[config.mk]
export PLATFORM = sky130hd
export DESIGN_NAME = xb_fifo_reader
export DESIGN_NICKNAME = d
export VERILOG_FILES = /design/src/rtl/xb_fifo_reader.sv
export SDC_FILE = /design/constraint.sdc
export NUM_CORES = 1
export LEC_CHECK = 0
export ABC_AREA = 0
export CORE_UTILIZATION = 52
export CTS_BUF_LIST = sky130_fd_sc_hd__clkbuf_4
export DETAILED_ROUTE_END_ITERATION = 10
export GPL_TIMING_DRIVEN = 0
export PLACE_DENSITY = 0.77
export SYNTH_ARGS = -nofsm -noshare
export SYNTH_HDL_FRONTEND = slang
export SYNTH_SLANG_ARGS = --single-unit
[constraint.sdc]
create_clock -name clk_150_90 -period 3.3 [get_ports clk_150_90]
set_clock_uncertainty 0.05 [all_clocks]
set_input_delay 0.33 -clock clk_150_90 [delete_from_list [all_inputs] [get_ports clk_150_90]]
set_output_delay 0.33 -clock clk_150_90 [all_outputs]
set_load 0.01 [all_outputs]
[src/rtl/xb_fifo_reader.sv]
// Consumer end of the DDR-to-wavelet FIFO: drains whole bursts once they are buffered and
// presents them as a valid/ready sample stream with block start/end markers.
module xb_fifo_reader #(
    parameter int unsigned BURST      = 8,
    parameter int unsigned OBUF_DEPTH = 4,
    parameter int unsigned FRAME_LEN  = 1024
) (
    input  logic        clk_150_90,
    input  logic        reset_syn,
    input  logic [15:0] fifo_xb_r_data,
    input  logic [2:0]  fifo_xb_use,
    input  logic        fifo_xb_full,
    input  logic        fifo_xb_empty,
    output logic        fifo_xb_rreq,
    output logic [15:0] xb_data,
    output logic        xb_valid,
    input  logic        xb_ready,
    output logic        xb_sof,
    output logic        xb_eof,
    output logic [15:0] burst_cnt,
    output logic        underflow_err
);

    localparam int unsigned AW = $clog2(OBUF_DEPTH);
    localparam int unsigned OW = $clog2(OBUF_DEPTH + 1);
    localparam int unsigned FW = $clog2(FRAME_LEN);

    typedef enum logic [1:0] {StIdle, StRead, StDone} state_e;

    state_e          r_state;
    state_e          w_state_d;
    logic [3:0]      r_left;
    logic [3:0]      w_left_d;
    logic            r_rreq;
    logic            r_inflight;
    logic            r_underflow;
    logic [15:0]     r_burst_cnt;
    logic            w_burst_inc;
    logic [15:0]     r_mem [OBUF_DEPTH];
    logic [AW-1:0]   r_wptr;
    logic [AW-1:0]   r_rptr;
    logic [OW-1:0]   r_occ;
    logic [FW-1:0]   r_frame;

    logic [3:0]      w_avail;
    logic            w_valid;
    logic            w_pop;
    logic [3:0]      w_credit_sum;
    logic            w_credit;
    logic            w_issue;

    // usedw wraps to 0 when the 8-deep FIFO is full, so full stands in for the missing bit.
    assign w_avail      = fifo_xb_full ? 4'd8 : {1'b0, fifo_xb_use};
    assign w_valid      = (r_occ != '0);
    assign w_pop        = w_valid & xb_ready;
    assign w_credit_sum = 4'(r_occ) + 4'(r_inflight) - 4'(w_pop);
    assign w_credit     = (w_credit_sum <= 4'(OBUF_DEPTH - 2));
    assign w_issue      = (r_state == StRead) && (r_left != 4'd0) && w_credit && !fifo_xb_empty;

    always_comb begin
        w_state_d   = r_state;
        w_left_d    = r_left;
        w_burst_inc = 1'b0;
        unique case (r_state)
            StIdle: begin
                if (w_avail >= 4'(BURST)) begin
                    w_left_d  = 4'(BURST);
                    w_state_d = StRead;
                end
            end
            StRead: begin
                if (w_issue) begin
                    w_left_d = r_left - 4'd1;
                    if (r_left == 4'd1) begin
                        w_state_d = StDone;
                    end
                end
            end
            StDone: begin
                w_burst_inc = 1'b1;
                w_state_d   = StIdle;
            end
            default: w_state_d = StIdle;
        endcase
    end

    always_ff @(posedge clk_150_90) begin
        if (reset_syn) begin
            r_state     <= StIdle;
            r_left      <= 4'd0;
            r_rreq      <= 1'b0;
            r_inflight  <= 1'b0;
            r_underflow <= 1'b0;
            r_burst_cnt <= 16'd0;
            r_wptr      <= '0;
            r_rptr      <= '0;
            r_occ       <= '0;
            r_frame     <= '0;
            for (int i = 0; i < OBUF_DEPTH; i++) begin
                r_mem[i] <= 16'd0;
            end
        end else begin
            r_state    <= w_state_d;
            r_left     <= w_left_d;
            r_rreq     <= w_issue;
            // FIFO q is valid the cycle after rreq; capture it then.
            r_inflight <= r_rreq;
            if (r_rreq && fifo_xb_empty) begin
                r_underflow <= 1'b1;
            end
            if (w_burst_inc) begin
                r_burst_cnt <= r_burst_cnt + 16'd1;
            end
            if (r_inflight) begin
                r_mem[r_wptr] <= fifo_xb_r_data;
                r_wptr        <= r_wptr + AW'(1);
            end
            if (w_pop) begin
                r_rptr  <= r_rptr + AW'(1);
                r_frame <= (r_frame == FW'(FRAME_LEN - 1)) ? '0 : r_frame + FW'(1);
            end
            r_occ <= r_occ + OW'(r_inflight) - OW'(w_pop);
        end
    end

    assign fifo_xb_rreq  = r_rreq;
    assign xb_valid      = w_valid;
    assign xb_data       = r_mem[r_rptr];
    assign xb_sof        = w_valid && (r_frame == '0);
    assign xb_eof        = w_valid && (r_frame == FW'(FRAME_LEN - 1));
    assign burst_cnt     = r_burst_cnt;
    assign underflow_err = r_underflow;

endmodule

* Yosys cells after proc, flatten, opt, wreduce, memory -nomap -nowiden
Memories as Yosys holds them, arrays and structs flattened. A register that Yosys moved wholly into a read port is not among the register bits.
Index checks and enable logic that the tools add are counted.
** Cells by class
- Add/sub/neg operators :: 9
- Order comparisons :: 2
- Eq/ne operators :: 7
- Mux-type cells :: 20
- Bitwise operators :: 1
- Reduce and logical (&&, ||, !) cells :: 15
** Operators with widths (number)
- $add 16x1->16 const B :: 1
- $mux 16 :: 1
- $reduce_or 16->1 :: 1
- $mux 2 :: 6
- $mux 4 :: 3
- $add 10x1->10 const B :: 1
- $eq 10x10->1 const B :: 1
- $logic_not 10->1 :: 1
- $mux 10 :: 1
- $pmux 4 s2 :: 1
- $mux 1 :: 7
- $logic_and 1x1->1 :: 6
- $reduce_and 3->1 :: 2
- $add 2x1->2 const B :: 2
- $add 3x1->4 :: 1
- $eq 4x1->1 const B :: 1
- $ge 4x4->1 const B :: 1
- $le 4x2->1 const B :: 1
- $ne 2x2->1 const B :: 2
- $pmux 2 s2 :: 1
- $reduce_bool 4->1 :: 1
- $sub 4x1->4 :: 1
- $sub 4x1->4 const B :: 1
- $add 3x1->3 :: 1
- 9 further kinds :: 9
** Storage, ports and cells
- Flip-flop bits (word level) :: 42
- Memory bits (writable) :: 64
- Output and inout bits :: 37
- Logic and storage cells :: 65
- Memories :: 1
** Memory list
- r_mem :: depth 4, bits a word 16, rd ports 1, clocked after memory_dff 1, write ports 4, RTL line 39 : logic [15:0] r_mem [OBUF_DEPTH];

* Logic depth before layout (Yosys ltp)
- Depth in word-level cells :: 8
- Depth in mapped cells :: 11
- Gate-level depth less buffers :: 11

* Worst setup path before layout
Ideal clock, no wire load.
- Path type :: flip-flop to flip-flop
- Start :: reg r_occ[2]
- End :: reg r_left[3]
- Library setup time :: 0.103 ns
- Data arrival time :: 3.008 ns
- Required time :: 3.147 ns
- Slack :: 0.139 ns
- Stages on the path, launching flop included :: 12
- Path buffers :: 0
- Clock period less this slack :: 3.161 ns
- Cells stage by stage :: dfxtp_1 o31ai_2 inv_2 ha_1 inv_1 ha_1 inv_1 fa_1 inv_1 a211o_1 or3_4 a2111oi_2
** Between the ends
- Cells in the longest elaborated chain, start to end :: 8
** RTL lines
- from (decl) :: RTL line 42 : logic [OW-1:0] r_occ;
- from (signal assigned) :: RTL line 122 : r_occ <= r_occ + OW'(r_inflight) - OW'(w_pop);
- $reduce_bool 3->1 :: RTL line 54 : assign w_valid = (r_occ != '0);
- $and 1x1->1 :: RTL line 55 : assign w_pop = w_valid & xb_ready;
- net w_pop :: RTL line 47 : logic w_pop;
- $sub 4x1->4 :: RTL line 56 : assign w_credit_sum = 4'(r_occ) + 4'(r_inflight) - 4'(w_pop);
- $le 4x2->1 :: RTL line 57 : assign w_credit = (w_credit_sum <= 4'(OBUF_DEPTH - 2));
- $logic_and 1x1->1 (2 in a row) :: RTL line 58 : assign w_issue = (r_state == StRead) && (r_left != 4'd0) && w_credit && !fifo_xb_empty;
- $ne 2x2->1 (no source line)
- $reduce_and 3->1 (no source line)
- to (signal assigned) :: RTL line 104 : r_left <= w_left_d;
- to (decl) :: RTL line 32 : logic [3:0] r_left;
The timed path passes the listed nets, and every way through them passes these cells.
A chain may end at the register's enable or synchronous reset.

* Worst setup path in the final report
Ends and elaborated chain as after synthesis.

==> run summary <==
Worst-Margin Slew - 0.952 ns
Final global-route overflow total - 0
Worst-path maximum fanout - 7
Synth async-reset ratio - 0
Gate power share - 0.264
Most used cell, CP - inv_1
Fin cells - 598
Synthesis-stage register bit count - 108
# rows - 34
GPL Wtd Cong - 0.800
Switching power total - 0.875 mW
Failing checks - design-rule violations
Kind of critical path - reg2reg
Leakage - 2.09 nW
Post-synthesis cell count - 416
Avg Inst Size Synth - 11.5 um2
PD cells - 536 nW/um2
Starting Density - 0.542
Int Pwr - 2.17 mW
TNS Setup - 0 ns
Unrepaired setup endpoints after global routing - no
Yosys warning count - 0
Via density - 5.40
Hpwl dp - 6570 um
Final Max Slew Viols - 0
Io pins - 61
Diode count - 0
Post-synth top area share - 0.400
Biggest area consumer among synthesized cells - edfxtp_1
Worst path max stage delay - 0.50 ns
Synthesized cell area - 4800 um2
Pin count of the biggest net entering global routing - 20
Final Hold Vio Count - 0
Yosys cell types - 48
Clk pwr share - 0.227
Root Buffer - clkbuf_4
CTS Sinks - 108
Routed Antenna Nets - 0
Syn nets - 451
Initial antenna violation count - 0
Final-report setup violation count - 0
Synth area leaders - edfxtp_1, dfxtp_1, mux4_2, nor2_1, xnor2_1
Chip height - 98.1 um
Period utilization - 0.933
Max-capacitance violation count - 0
Core area - 8850 um2
Register area share after synthesis - 0.584
Switch share - 0.287
Wire per inst - 15.7 um
Final min period - 3.08 ns
IO buf count - 57
EDFF count, synth - 64
H-tree depth - 3
Vias in the first global route - 3145
Die ar. - 9620 um2
DRC violations left - 7
Peak supply drop - 411 uV
WP data arrival - 3.37 ns
Clock latency on the worst-skew pair - 0.44 ns
Global-route wire length before repair - 15300 um
# placed instances - 581
Num CTS Buffers - 9
Number of nets in the layout - 520
Max-slew headroom - 0.365
Worst setup EP type - flop
Iter 0 DRT Violations - 141
Max Buffers Root-to-Sink - 2
Layout cell share with drive strength beyond 1 - 0.116
Total number of vias - 3229
Outcome - complete, but fails checks
Worst path cell trace - o31ai_4 -> inv_2 -> ha_1 -> inv_1 -> ha_1 -> inv_1 -> fa_1 -> inv_1 -> a211o_1 -> or3_4 -> a2111oi_2
CTS tree - built
Leading cell type by number of instances after synthesis - nor2_1
Slowest CP cell - fa_1
Total track usage - 0.207
Drt first pass iters - 8
Commonest cells in the netlist - nor2_1, edfxtp_1, dfxtp_1
Critical Path Start Type - flop
Most common flop cell mapped by yosys - edfxtp_1
Hold_buf cts - 0
Clock transition at the registers of the reported paths - 0.15 ns
Horiz. Die Dim - 98.1 um
Sequential share of power - 0.510
Fmax - 325 MHz
Req. time, crit path - 3.59 ns
HP Class - reg2reg
Area grow syn2layout - 18.4%
Routed WL - 9410 um
==> power groups by stage <==
stage          clock network, mW  logic [mW]  registers (mW)
2_1_floorplan                  0       0.508            1.56
3_3_place_gp                   0       0.781            1.57
3_5_place_dp                   0       0.795            1.58
4_1_cts                    0.709       0.813            1.55
5_1_grt                    0.772       0.871            1.56
6_report                   0.691       0.803            1.55
==> path summary, 6_finish.rpt <==
kind         cells past startpoint                      to  slack, ns                     from
max                             11  r_left[3]$_SDFFE_PP0P_       0.22      r_occ[2]$_SDFF_PP0_
min                              1   r_inflight$_SDFF_PP0_       0.45  fifo_xb_rreq$_SDFF_PP0_
max reg2reg                     11  r_left[3]$_SDFFE_PP0P_       0.22      r_occ[2]$_SDFF_PP0_
min reg2reg                      1   r_inflight$_SDFF_PP0_       0.45  fifo_xb_rreq$_SDFF_PP0_
==> layout make-up <==
cell class / count / area (um2)
flip-flops and latches: 108 / 2800
plain buffers: 16 / 62.6
inverters: 33 / 124
clock inverters: 7 / 82.6
repair buffers: 58 / 578
multi-input cells: 259 / 1830
well taps: 108 / 135
fillers: 694 / 3170
clock buffers: 9 / 67.6
==> worst max-delay path: cells and delay by family, from the launching register on <==
family | cells | cell delay (ns)
adders and majority gates | 3 | 0.94
AOI/OAI and AO/OA | 3 | 0.87
DFF | 1 | 0.41
and+or+nand+nor | 1 | 0.42
buffers and inverters | 4 | 0.28
==> repair_timing <==
item,in CTS,in global routing
buffers inserted,1,0
setup endpoints to repair,7,0
resized for setup,1,0
==> layout by cell type, fill, tap and decap left out, types with 5 or more instances in the layout <==
| cell | netlist | routed |
|---|---|---|
| a21oi_1 | 7 | 7 |
| xor2_1 | 8 | 8 |
| nand2_1 | 28 | 28 |
| nor3_1 | 12 | 12 |
| edfxtp_1 | 64 | 64 |
| nand4_1 | 5 | 5 |
| dfxtp_1 | 44 | 44 |
| inv_1 | 32 | 32 |
| clkbuf_1 | 14 | 14 |
| nor2_1 | 88 | 88 |
| nand3_1 | 10 | 10 |
| clkbuf_4 | 0 | 9 |
| xnor2_1 | 15 | 15 |
| ha_1 | 10 | 10 |
| mux4_2 | 16 | 16 |
| clkdlybuf4s50_1 | 0 | 57 |
| nor4_1 | 8 | 8 |
==> cell families after synthesis <==
kind of cell    count (synthesis)  synth area share
compound gates                 23            0.0355
fa+ha+maj                      11            0.0302
simple gates                  180             0.181
buf+inv                        49            0.0388
mux                            22            0.0886
flops                         108             0.584
xor+xnor                       23            0.0420
==> state kept, by name (all words and copies together), names as in the netlist, named ones only <==
name and count:
r_state 2, burst_cnt 16, r_mem 64, r_frame 10
r_inflight 1, r_wptr 2, fifo_xb_rreq 1, r_rptr 2
underflow_err 1, r_left 4, r_occ 3
==> stage by stage <==
stage          setup slack (ns)  area, um2  power (mW)  hold slack [ns]  utilization
2_1_floorplan             0.139       4800        2.07            0.406            -
3_3_place_gp             -0.167       5510        2.35            0.405        0.622
3_5_place_dp             -0.233       5520        2.37            0.433        0.623
4_1_cts                   0.234       5680        3.07            0.452        0.642
5_1_grt                  0.0405       5680        3.21            0.465        0.642
6_report                  0.221       5680        3.05            0.445        0.642
==> layer usage <==
| metal | wire [um] | track usage |
|---|---|---|
| met1 | 3940 | 0.257 |
| met2 | 4960 | 0.368 |
| met3 | 454 | 0.0336 |
| met4 | 61 | 0.0664 |
| met5 | 0 | 0 |
(Power assumes the default switching activity.)
==> RTL change, RTL diff (same settings) <==
Set the parameter `OBUF_DEPTH` to 2 (it was 4).
--- a/src/rtl/xb_fifo_reader.sv
+++ b/src/rtl/xb_fifo_reader.sv
@@ -2,7 +2,7 @@
 // presents them as a valid/ready sample stream with block start/end markers.
 module xb_fifo_reader #(
     parameter int unsigned BURST      = 8,
-    parameter int unsigned OBUF_DEPTH = 4,
+    parameter int unsigned OBUF_DEPTH = 2,
     parameter int unsigned FRAME_LEN  = 1024
 ) (
     input  logic        clk_150_90,
Behaviour: not the same (a bounded check fails within 10 cycles, from zero or initial values and one cycle with reset_syn high).
==> RTL change against the unedited design <==
Sequential cell count decreased by 36; sequential share of layout area is 7.9 points lower; area after synthesis is 31% lower; design area shrank 25%; setup slack worse by 0.14 ns; wire length decreased by 30%; power fell by 21%; largest cell class unchanged; largest power group unchanged.
==> RTL change: results (changes against the unedited design) <==
Yosys
  – Synth cell types: 47 (-2.1%)
  – Syn Area/Cell: 10.8 um^2 (-6.8%)
  – Post-Synth Adder-Cell Area: 4.38% (+1.4 points)
  – Post-Synth XOR/XNOR Area: 5.55% (+1.4 points)
  – Compound-Gate Fraction of Synth Area: 4.68% (+1.1 points)
  – Most instantiated cells after synthesis: dfxtp_1, and2_1, edfxtp_1
  – Sequential share of the synthesized area: 53.2% (-5.2 points)
  – Post-synth EDFFs: 32 (-50%)
  – Mux cell area share after synthesis: 5.74% (-3.1 points)
  – Dominant synthesized flop cell: dfxtp_1

Finish
  – Non-clk bufs: 78 (+5.4%)
  – Layout clock buffer count: 12 (+3)
  – Final clock-cell share: 3.75% (+1.1 points)
  – Biggest register: r_mem
  – Layout cells sized above 1: 15.1% (+3.5 points)
  – Fillcell total: 461 (-34%)
  – Inverters: 13 (-61%)
  – Data buffer area share: 16.2% (+5.0 points)
  – Multi-input combinational cell area: 1500 um^2 (-18%)

Routing
  – M1 WL: 3010 um (-24%)
  – Routed length per instance: 14.1 um (-11%)
  – Pre-Repair DR Iteration Count: 4 (-4)
  – Routed wl met3: 296 um (-35%)
  – Met2 WL: 3150 um (-36%)
  – Initial DRC count: 101 (-28%)
  – Total Wirelength: 6560 um (-30%)
  – Vias/cell: 5.41 (+0.23%)

Global routing
  – First-pass GRT wire length: 10700 um (-30%)
  – Pin count of the biggest net entering global routing: 17 (-15%)
  – Vias in the first global route: 2398 (-24%)
  – Total GRT Usage: 21.2% (+0.57 points)

STA
  – Period utilization: 97.6% (+4.3 points)
  – Worst-Margin Slew: 0.727 ns (-0.225 ns)
  – WHS: 0.434 ns (-0.0110 ns)

Placement
  – Setup WS pre-CTS: -0.347 ns (-0.114 ns)
  – Post-DP HPWL: 4390 um (-33%)
  – Placed insts: 440 (-24%)

Pwr
  – Static Leak: 1.57 nW (-25%)
  – Comb pwr: 0.000739 W (-8.0%)
  – Clk pwr share: 26.4% (+3.7 points)

Clock network
  – Clock-pin slew on the worst setup and hold paths: 0.12 ns (-0.03 ns)
  – Post-CTS Setup Bufs: 6 (+5)
  – Post-CTS sizing: 14 (+13)

Worst setup path
  – CP top delay family: simple AND/OR/NAND/NOR gates
  – Reg-to-reg slack, setup: 0.08 ns (-0.14 ns)
  – Max stage delay on crit path: 0.53 ns (+0.03 ns)
  – Critical path fanouts, max: 5 (-2)

Die
  – Die Wd: 81.8 um (-17%)

Run status
  – Status: complete, no violations
RTL change: changes by cell type in the layout (fill, tap and decap cells not counted), sizes merged, moves of 16 or more:
cell    before  now
edfxtp      64   32
nand2       28   12
mux4        16    0
nor2        88   30
inv         36   12
and2         0   32
RTL change: cell families (layout without fill, tap and decap cells):
group                    Yosys count  after routing
buffers and inverters             24            107
multiplexers                      17             17
AND/OR/NAND/NOR                  138            138
adder cells (fa/ha/maj)           11             11
flip-flops                        72             72
AO/OA/AOI/OAI                     25             25
XOR/XNOR                          21             21
RTL change: final timing paths:
| check | from | to | cells past startpoint |
|---|---|---|---|
| max | r_occ[1] | r_left[1] | 13 |
| max reg2reg | r_occ[1] | r_left[1] | 13 |
| min | fifo_xb_rreq | r_inflight | 1 |
| min reg2reg | fifo_xb_rreq | r_inflight | 1 |
RTL change: metal layers:
layer | up-vias | track usage (%)
li1 | 1239 | -
met1 | 1206 | 26.3
met2 | 64 | 36.4
met3 | 13 | 3.22
met4 | 0 | 9.47
met5 | - | 0
